$ cat config.mk
export PLATFORM = sky130hd
export DESIGN_NAME = seq_multiplier
export DESIGN_NICKNAME = d
export VERILOG_FILES = /design/src/rtl/seq_multiplier.sv
export SDC_FILE = /design/constraint.sdc
export NUM_CORES = 1
export LEC_CHECK = 0
export ABC_CLOCK_PERIOD_IN_PS = 3000
export CAP_MARGIN = 10
export CORE_MARGIN = 1
export CORE_UTILIZATION = 55
export DETAILED_ROUTE_END_ITERATION = 8
export HOLD_SLACK_MARGIN = 0.02
export PLACE_DENSITY = 0.81
export RECOVER_POWER = 50
export SLEW_MARGIN = 20
export SYNTH_ARGS = -nofsm -noshare
export SYNTH_HDL_FRONTEND = slang
export SYNTH_SLANG_ARGS = --single-unit
export TNS_END_PERCENT = 1
$ cat constraint.sdc
create_clock -name clk -period 3 [get_ports clk]
set_input_delay 0.6 -clock clk [delete_from_list [all_inputs] [get_ports clk]]
set_output_delay 0.6 -clock clk [all_outputs]
set_load 0.05 [all_outputs]
$ cat src/rtl/seq_multiplier.sv
// Sequential unsigned shift-add multiplier, one multiplier bit per CALC cycle.
// Optional early termination when no set multiplier bits remain: define MUL_EARLY_TERM_EN.
module seq_multiplier #(
    parameter int unsigned WIDTH = 10
) (
    input  logic             clk,
    input  logic             sclr,
    input  logic             start,
    input  logic [WIDTH-1:0] a_in,
    input  logic [WIDTH-1:0] b_in,
    output logic [WIDTH-1:0] pout,
    output logic             ovf,
    output logic             busy,
    output logic             valid
);

    localparam int unsigned CW = (WIDTH > 1) ? $clog2(WIDTH) : 1;
    localparam logic [CW-1:0] LAST_CNT = CW'(WIDTH - 1);

    localparam logic [1:0] StIdle = 2'd0;
    localparam logic [1:0] StCalc = 2'd1;
    localparam logic [1:0] StDone = 2'd2;

    logic [1:0]         state_q, state_d;
    logic [2*WIDTH-1:0] m_q, m_d;
    logic [WIDTH-1:0]   r_q, r_d;
    logic [2*WIDTH-1:0] p_q, p_d;
    logic [CW-1:0]      cnt_q, cnt_d;
    logic [WIDTH-1:0]   pout_q, pout_d;
    logic               ovf_q, ovf_d;

    logic [2*WIDTH-1:0] addend;
    logic [2*WIDTH-1:0] sum;
    logic               last_step;

    always_comb begin
        addend = r_q[0] ? m_q : '0;
        sum    = p_q + addend;
`ifdef MUL_EARLY_TERM_EN
        // Stop once the bits still to be shifted in are all zero.
        last_step = (cnt_q == LAST_CNT) || ((r_q >> 1) == '0);
`else
        last_step = (cnt_q == LAST_CNT);
`endif
    end

    always_comb begin
        state_d = state_q;
        m_d     = m_q;
        r_d     = r_q;
        p_d     = p_q;
        cnt_d   = cnt_q;
        pout_d  = pout_q;
        ovf_d   = ovf_q;

        case (state_q)
            StIdle: begin
                if (start) begin
                    m_d     = {{WIDTH{1'b0}}, a_in};
                    r_d     = b_in;
                    p_d     = '0;
                    cnt_d   = '0;
                    state_d = StCalc;
                end
            end
            StCalc: begin
                p_d   = sum;
                m_d   = m_q << 1;
                r_d   = r_q >> 1;
                cnt_d = cnt_q + 1'b1;
                if (last_step) begin
                    // Result registers capture the sum including this cycle's add.
                    pout_d  = sum[WIDTH-1:0];
                    ovf_d   = |sum[2*WIDTH-1:WIDTH];
                    state_d = StDone;
                end
            end
            StDone: begin
                state_d = StIdle;
            end
            default: begin
                state_d = StIdle;
            end
        endcase
    end

    always_ff @(posedge clk) begin
        if (!sclr) begin
            state_q <= StIdle;
            m_q     <= '0;
            r_q     <= '0;
            p_q     <= '0;
            cnt_q   <= '0;
            pout_q  <= '0;
            ovf_q   <= 1'b0;
        end else begin
            state_q <= state_d;
            m_q     <= m_d;
            r_q     <= r_d;
            p_q     <= p_d;
            cnt_q   <= cnt_d;
            pout_q  <= pout_d;
            ovf_q   <= ovf_d;
        end
    end

    assign pout  = pout_q;
    assign ovf   = ovf_q;
    assign busy  = (state_q == StCalc);
    assign valid = (state_q == StDone);

endmodule

### Word level (Yosys, flattened, before mapping)

Cells that the tools add are included.

* bits of input ports: 23
* word-level logic and storage cells: 32
* register bits after elaboration: 67
* output and inout bits: 13

* reductions and logical operators: 6
* $add $sub $neg: 2
* eq/ne operators: 5
* mux-type cells: 12

Operators by type and width (number)
* 20-bit case mux with 2 select lines: 2
* 20-bit two-way mux: 3
* 20-bit adder: 1
* 10-bit case mux with 2 select lines: 1
* 10-bit two-way mux: 1
* 10-bit OR reduction: 1
* 4-bit case mux with 2 select lines: 1
* 2-bit AND reduction: 3
* 4-bit by 1-bit adder with 4-bit output (second input constant): 1
* 4-bit equality test (second input constant): 1
* 2-bit two-way mux: 2
* 4-bit two-way mux: 1
* 2-bit case mux with 2 select lines: 1
* 2-bit by 1-bit equality test with 1-bit output (second input constant): 1
* 2-bit equality test (second input constant): 1
* 2-bit logical NOT: 1
* 2-bit by 1-bit inequality test with 1-bit output (second input constant): 1
* 2-bit inequality test (second input constant): 1
* 2-bit nonzero test: 1

### Logic depth before layout (Yosys ltp)

* depth in word-level cells: 3
* gate-level depth with buffers: 13
* mapped depth without buffers: 12

### Worst setup path before layout

Ideal clock, no wire load.

* path kind: reg-to-reg
* start point: register r_q[0]
* end point: register ovf_q, in the netlist ovf
* buffers on the path: 1
* arrival: 2.577 ns
* path slack: 0.299 ns
* setup time: 0.125 ns
* period minus slack after synthesis: 2.701 ns
* data required time: 2.875 ns
* cell stages (with the launch flop): 14
* cells stage by stage: dfxtp_1 > clkbuf_1 > and2_1 > ha_1 > inv_1 > fa_1 > nor2b_1 > o31a_1 > o2111ai_2 > nand2_2 > xnor2_1 > or3_1 > nor4_2 > a21oi_1

* word-level cells in the longest chain between the ends: 3

Ends and longest elaborated chain
* from (decl): RTL line 26 `logic [WIDTH-1:0] r_q, r_d;`
* from (signal assigned): RTL line 99 `r_q <= r_d;`
* 20-bit two-way mux: RTL line 37 `addend = r_q[0] ? m_q : '0;`
* 20-bit adder: RTL line 38 `sum = p_q + addend;`
* 10-bit OR reduction: RTL line 74 `ovf_d = |sum[2*WIDTH-1:WIDTH];`
* to (signal assigned): RTL line 103 `ovf_q <= ovf_d;`
* to (decl): RTL line 30 `logic ovf_q, ovf_d;`

No other way between the ends.
A chain may end at the register's enable or synchronous reset.

### Worst setup path in the final report

Ends and elaborated chain as after synthesis.

==> metrics.sh <==
STATUS='finished clean'
INTERNAL_W=0.00141
WORST-PATH-MAX-FANOUT=13
POSTLAYOUTCOREUTIL_PCT=66.6
PORT_BUFFERS=35
AVGSYNTHCELLAREA_UM2=8.65
INITIAL_STANDARD_CELL_UTILIZATION_OF_THE_CORE_PCT=56.7
PWR-SHARE-SEQ_PCT=50.6
WL_PER_CELL_UM=15.8
PLACEABLECOREAREA_UM2=6310
YOSYSUNIQUECELLTYPES=62
POST_ROUTE_CELLS_DRIVE_ABOVE_1_SHARE_PCT=9.09
DIEWIDTH_UM=82.7
ROOT_BUFFER_SELECTED_BY_CTS='sky130_fd_sc_hd__clkbuf_8'
SYNTH.CELL_AREA_UM2=3580
PERIOD_UTILIZATION_PCT=96.9
CRIT_PATH_START_KIND='flop'
CLOCKBUFFERDEPTH=2
YOSYSTOPAREACELLSHARE_PCT=37.5
SYNTH_NETS=459
R2R_CELLS=11
WORSTPATHCELLLIST='buf_4, and2_1, ha_1, a211o_1, o221a_2, o22ai_1, a31oi_1, o211ai_1, o2111ai_2, nor4_2, a21oi_1'
TIMING.HOLD.WORST_ENDPOINT='pout[8]'
FIN_AREA_UM2=4200
CLOCK_POWER_SHARE_PCT=41.2
TIMING.CLOCK.SKEW_NS=0.0107
WORST_SLEW_MARGIN_REL_PCT=43.6
DR_TOTAL_VIAS=3133
TIMING.SETUP.CRITICAL_PATH_CLASS='flop to flop'
FIRST_PASS_ITERS=4
DIE_AREA_UM2=6840
DETAILEDROUTE.FIRSTITERATIONVIOLATIONS=153
SYNTH_WARNINGS=0
CLOCK.FMAX_MHz=344
CLOCK_INSERTION_DELAY_WORST_SKEW_NS=0.36
REMAINING_DRC_ERRORS=0
YOSYSTOPAREACELL='sky130_fd_sc_hd__dfxtp_1'
FIN_NETS=492
REG_TO_REG_ENDPOINT='ovf'
YS_SEQ_ELEMENTS=67
SWITCHING_POWER_W=0.000453
N_ANTENNA_CELL=0
FP-ROW-COUNT=29
YS_DOMINANT_REG_CELL='sky130_fd_sc_hd__dfxtp_1'
HOLD_WS_NS=0.460
GRT_START_MAX_NET_PINS=27
SETUP.REG_TO_REG.WORST_SLACK_NS=0.09
POWER.SHARE.COMBINATIONAL_PCT=8.2
HOLD_DEPTH=2
CRITICAL_PATH_BUF_INV_COUNT=1
PLACE.GP.CONGESTION=0.915
REPORT.FINAL.SLEW_VIOL_COUNT=0
MAX_CAP_VIOL_COUNT=0
WORST_TRAN_PIN_VALUE_NS=0.846
CTSHTREEMAXLEVEL=3
HPWL_MM=5.83
AREAGROWTHSYNTHTOFINISH_PCT=17.4
SYNTH_ENABLE_FLOP_CELLS=0
TIMING.FINAL.SETUP_VIOLATIONS=0
DIE_H_UM=82.7
NUMBER_OF_ENDPOINTS_WITH_NEGATIVE_HOLD_SLACK_IN_THE_FINAL_REPORT=0
WORSTSETUPENDPOINTTYPE='flop'
ANTENNA_FOUND_INITIAL=0
CRITICAL_PATH.REG2REG.STARTPOINT='r_q[0]'
TRITONCTS='done'
P_PER_AREA_nW_PER_UM2=443
SWITCHING_SHARE_PCT=24.3
YS_SEQ_AREA_SHARE_PCT=37.5
HP-START='pout[8]'
TOP_LEVEL_PORTS=36
WORSTHOLDPATHTYPE='flop to flop'
FINAL.SETUP.WORST_SLACK_NS=0.0943
SYNTH-ASYNC-RESET-RATIO_PCT=0
CRIT_PATH_TOP_DELAY_CELL='sky130_fd_sc_hd__a211o_1'
GRT_PASS1_VIAS=2897
NUMCTSBUFFERS=9
WORST_IR_DROP_VDD_mV=0.281
WORSTPATHARRIVAL_NS=3.15
CLK_TRANSITION_REPORTED_PATHS_NS=0.07
AVGVIACOUNTPERCELL=5.93
SYNTH_CELLS=414
SYNTHTOPCELLSBYAREA='sky130_fd_sc_hd__dfxtp_1 (37%), sky130_fd_sc_hd__ha_1 (7.3%), sky130_fd_sc_hd__nand2_1 (6.5%), sky130_fd_sc_hd__a22o_1 (5.1%), sky130_fd_sc_hd__o21ai_0 (4.9%)'
DETAILEDPLACE.WORSTSLACK_NS=0.120
POWER.LEAKAGE_nW=1.79
GRT_OVERFLOW_TOTAL=0
DETAIL-ROUTE-ANTENNA-NETS=0
WORSTPATHREQUIRED_NS=3.24
GRT_UTIL_ALL_LAYERS_PCT=26.4
WORST_PATH_DOMINANT_CELL_FAMILY='compound AO/OA/AOI/OAI gates'
GRT_PASS1_WL_MM=13.5
FINALSETUPTNS_NS=0
DPL-INSTANCE-AREA_UM2=3990
ROUTED_WL_MM=8.36
FINALCRITICALPERIOD_NS=2.91
CRITICAL_PATH.MAX_STAGE_DELAY_NS=0.38
SINK_COUNT=67
CTS_HOLD_REPAIR.BUFFERS=0
worst register-to-register path, delay by kind of cell (launching register included):
| family | cells | cell delay (ns) |
|---|---|---|
| flops | 1 | 0.35 |
| fa+ha+maj | 1 | 0.35 |
| simple gates | 2 | 0.31 |
| compound gates | 7 | 1.59 |
| buf+inv | 1 | 0.17 |
what timing repair did:
| item | CTS | global route |
|---|---|---|
| buffers inserted | 0 | 1 |
| resized for setup | 0 | 4 |
| setup endpoints to repair | 0 | 1 |
registers in the layout (all words and copies together) (netlist names):
name	flops
m_q	20
cnt_q	4
ovf	1
r_q	10
p_q	20
state_q	2
pout	10
stage by stage:
step,total power (W),cells
2_1_floorplan,0.00105,414
3_3_place_gp,0.00111,512
3_5_place_dp,0.00111,512
4_1_cts,0.00187,527
5_1_grt,0.00193,528
6_report,0.00186,528
synth_stat cells, types with 9 or more instances:
library cell,instances
sky130_fd_sc_hd__a21boi_0,9
sky130_fd_sc_hd__a21oi_1,15
sky130_fd_sc_hd__a22o_1,21
sky130_fd_sc_hd__and2_1,24
sky130_fd_sc_hd__clkbuf_1,17
sky130_fd_sc_hd__dfxtp_1,67
sky130_fd_sc_hd__ha_1,21
sky130_fd_sc_hd__inv_1,11
sky130_fd_sc_hd__nand2_1,62
sky130_fd_sc_hd__nor2_1,15
sky130_fd_sc_hd__o21ai_0,35
sky130_fd_sc_hd__o22ai_1,16
sky130_fd_sc_hd__xnor2_1,13
worst max path at each step:
stage	start	end	slack (ns)	depth (start not counted)
after floorplan	r_q[0]	ovf	0.30	13
after global placement	r_q[0]	ovf	0.24	12
after detailed placement	r_q[0]	ovf	0.12	12
after CTS	r_q[0]	ovf	0.10	12
after global routing	r_q[0]	ovf	-0.03	11
final	r_q[0]	ovf	0.09	11
per-layer routing:
layer	vias up	global-route usage [%]	routed length (um)
met1	1460	34.4	4000
met2	77	41.4	3790
li1	1576	-	-
met5	-	0	0
met4	0	11.9	216
met3	20	6.26	353
power by group through the flow:
stage | logic [W] | clock network [W] | registers (W)
3_3_place_gp | 0.000149 | 0 | 0.000959
4_1_cts | 0.000153 | 0.000778 | 0.000940
3_5_place_dp | 0.000153 | 0 | 0.000960
6_report | 0.000153 | 0.000768 | 0.000941
2_1_floorplan | 0.0000987 | 0 | 0.000951
5_1_grt | 0.000170 | 0.000819 | 0.000944
cell type report:
class	count	area (um2)
clock buffers	11	151
clock inverters	4	50.0
fillers	536	2110
inverters	13	48.8
multi-input cells	314	2120
flip-flops and latches	67	1340
well taps	77	96.3
repair buffers	42	397
placed cells by master, fill, tap and decap left out, drive strengths merged, types with 5 or more instances in the layout:
cell type	Yosys	final
a21o	9	9
nand2	63	63
ha	21	21
inv	11	11
nor2	15	15
o21ai	36	36
buf	3	5
o22ai	16	16
clkbuf	17	13
dfxtp	67	67
a21boi	9	9
a21oi	16	16
a22o	22	22
and2	24	24
clkdlybuf4s50	0	23
a211oi	5	5
dlygate4sd3	0	12
nor2b	6	6
xnor2	13	13
kinds of logic (layout without fill, tap and decap cells):
| family | Yosys count | after routing | share of synthesized area, % |
|---|---|---|---|
| multiplexers | 2 | 2 | 0.559 |
| AO/OA/AOI/OAI | 146 | 146 | 29.5 |
| buffers and inverters | 33 | 70 | 3.70 |
| flip-flops | 67 | 67 | 37.5 |
| AND/OR/NAND/NOR | 129 | 129 | 17.2 |
| XOR/XNOR | 15 | 15 | 3.67 |
| adder cells (fa/ha/maj) | 22 | 22 | 7.90 |
Note: power is estimated with default switching activity, not from simulation.
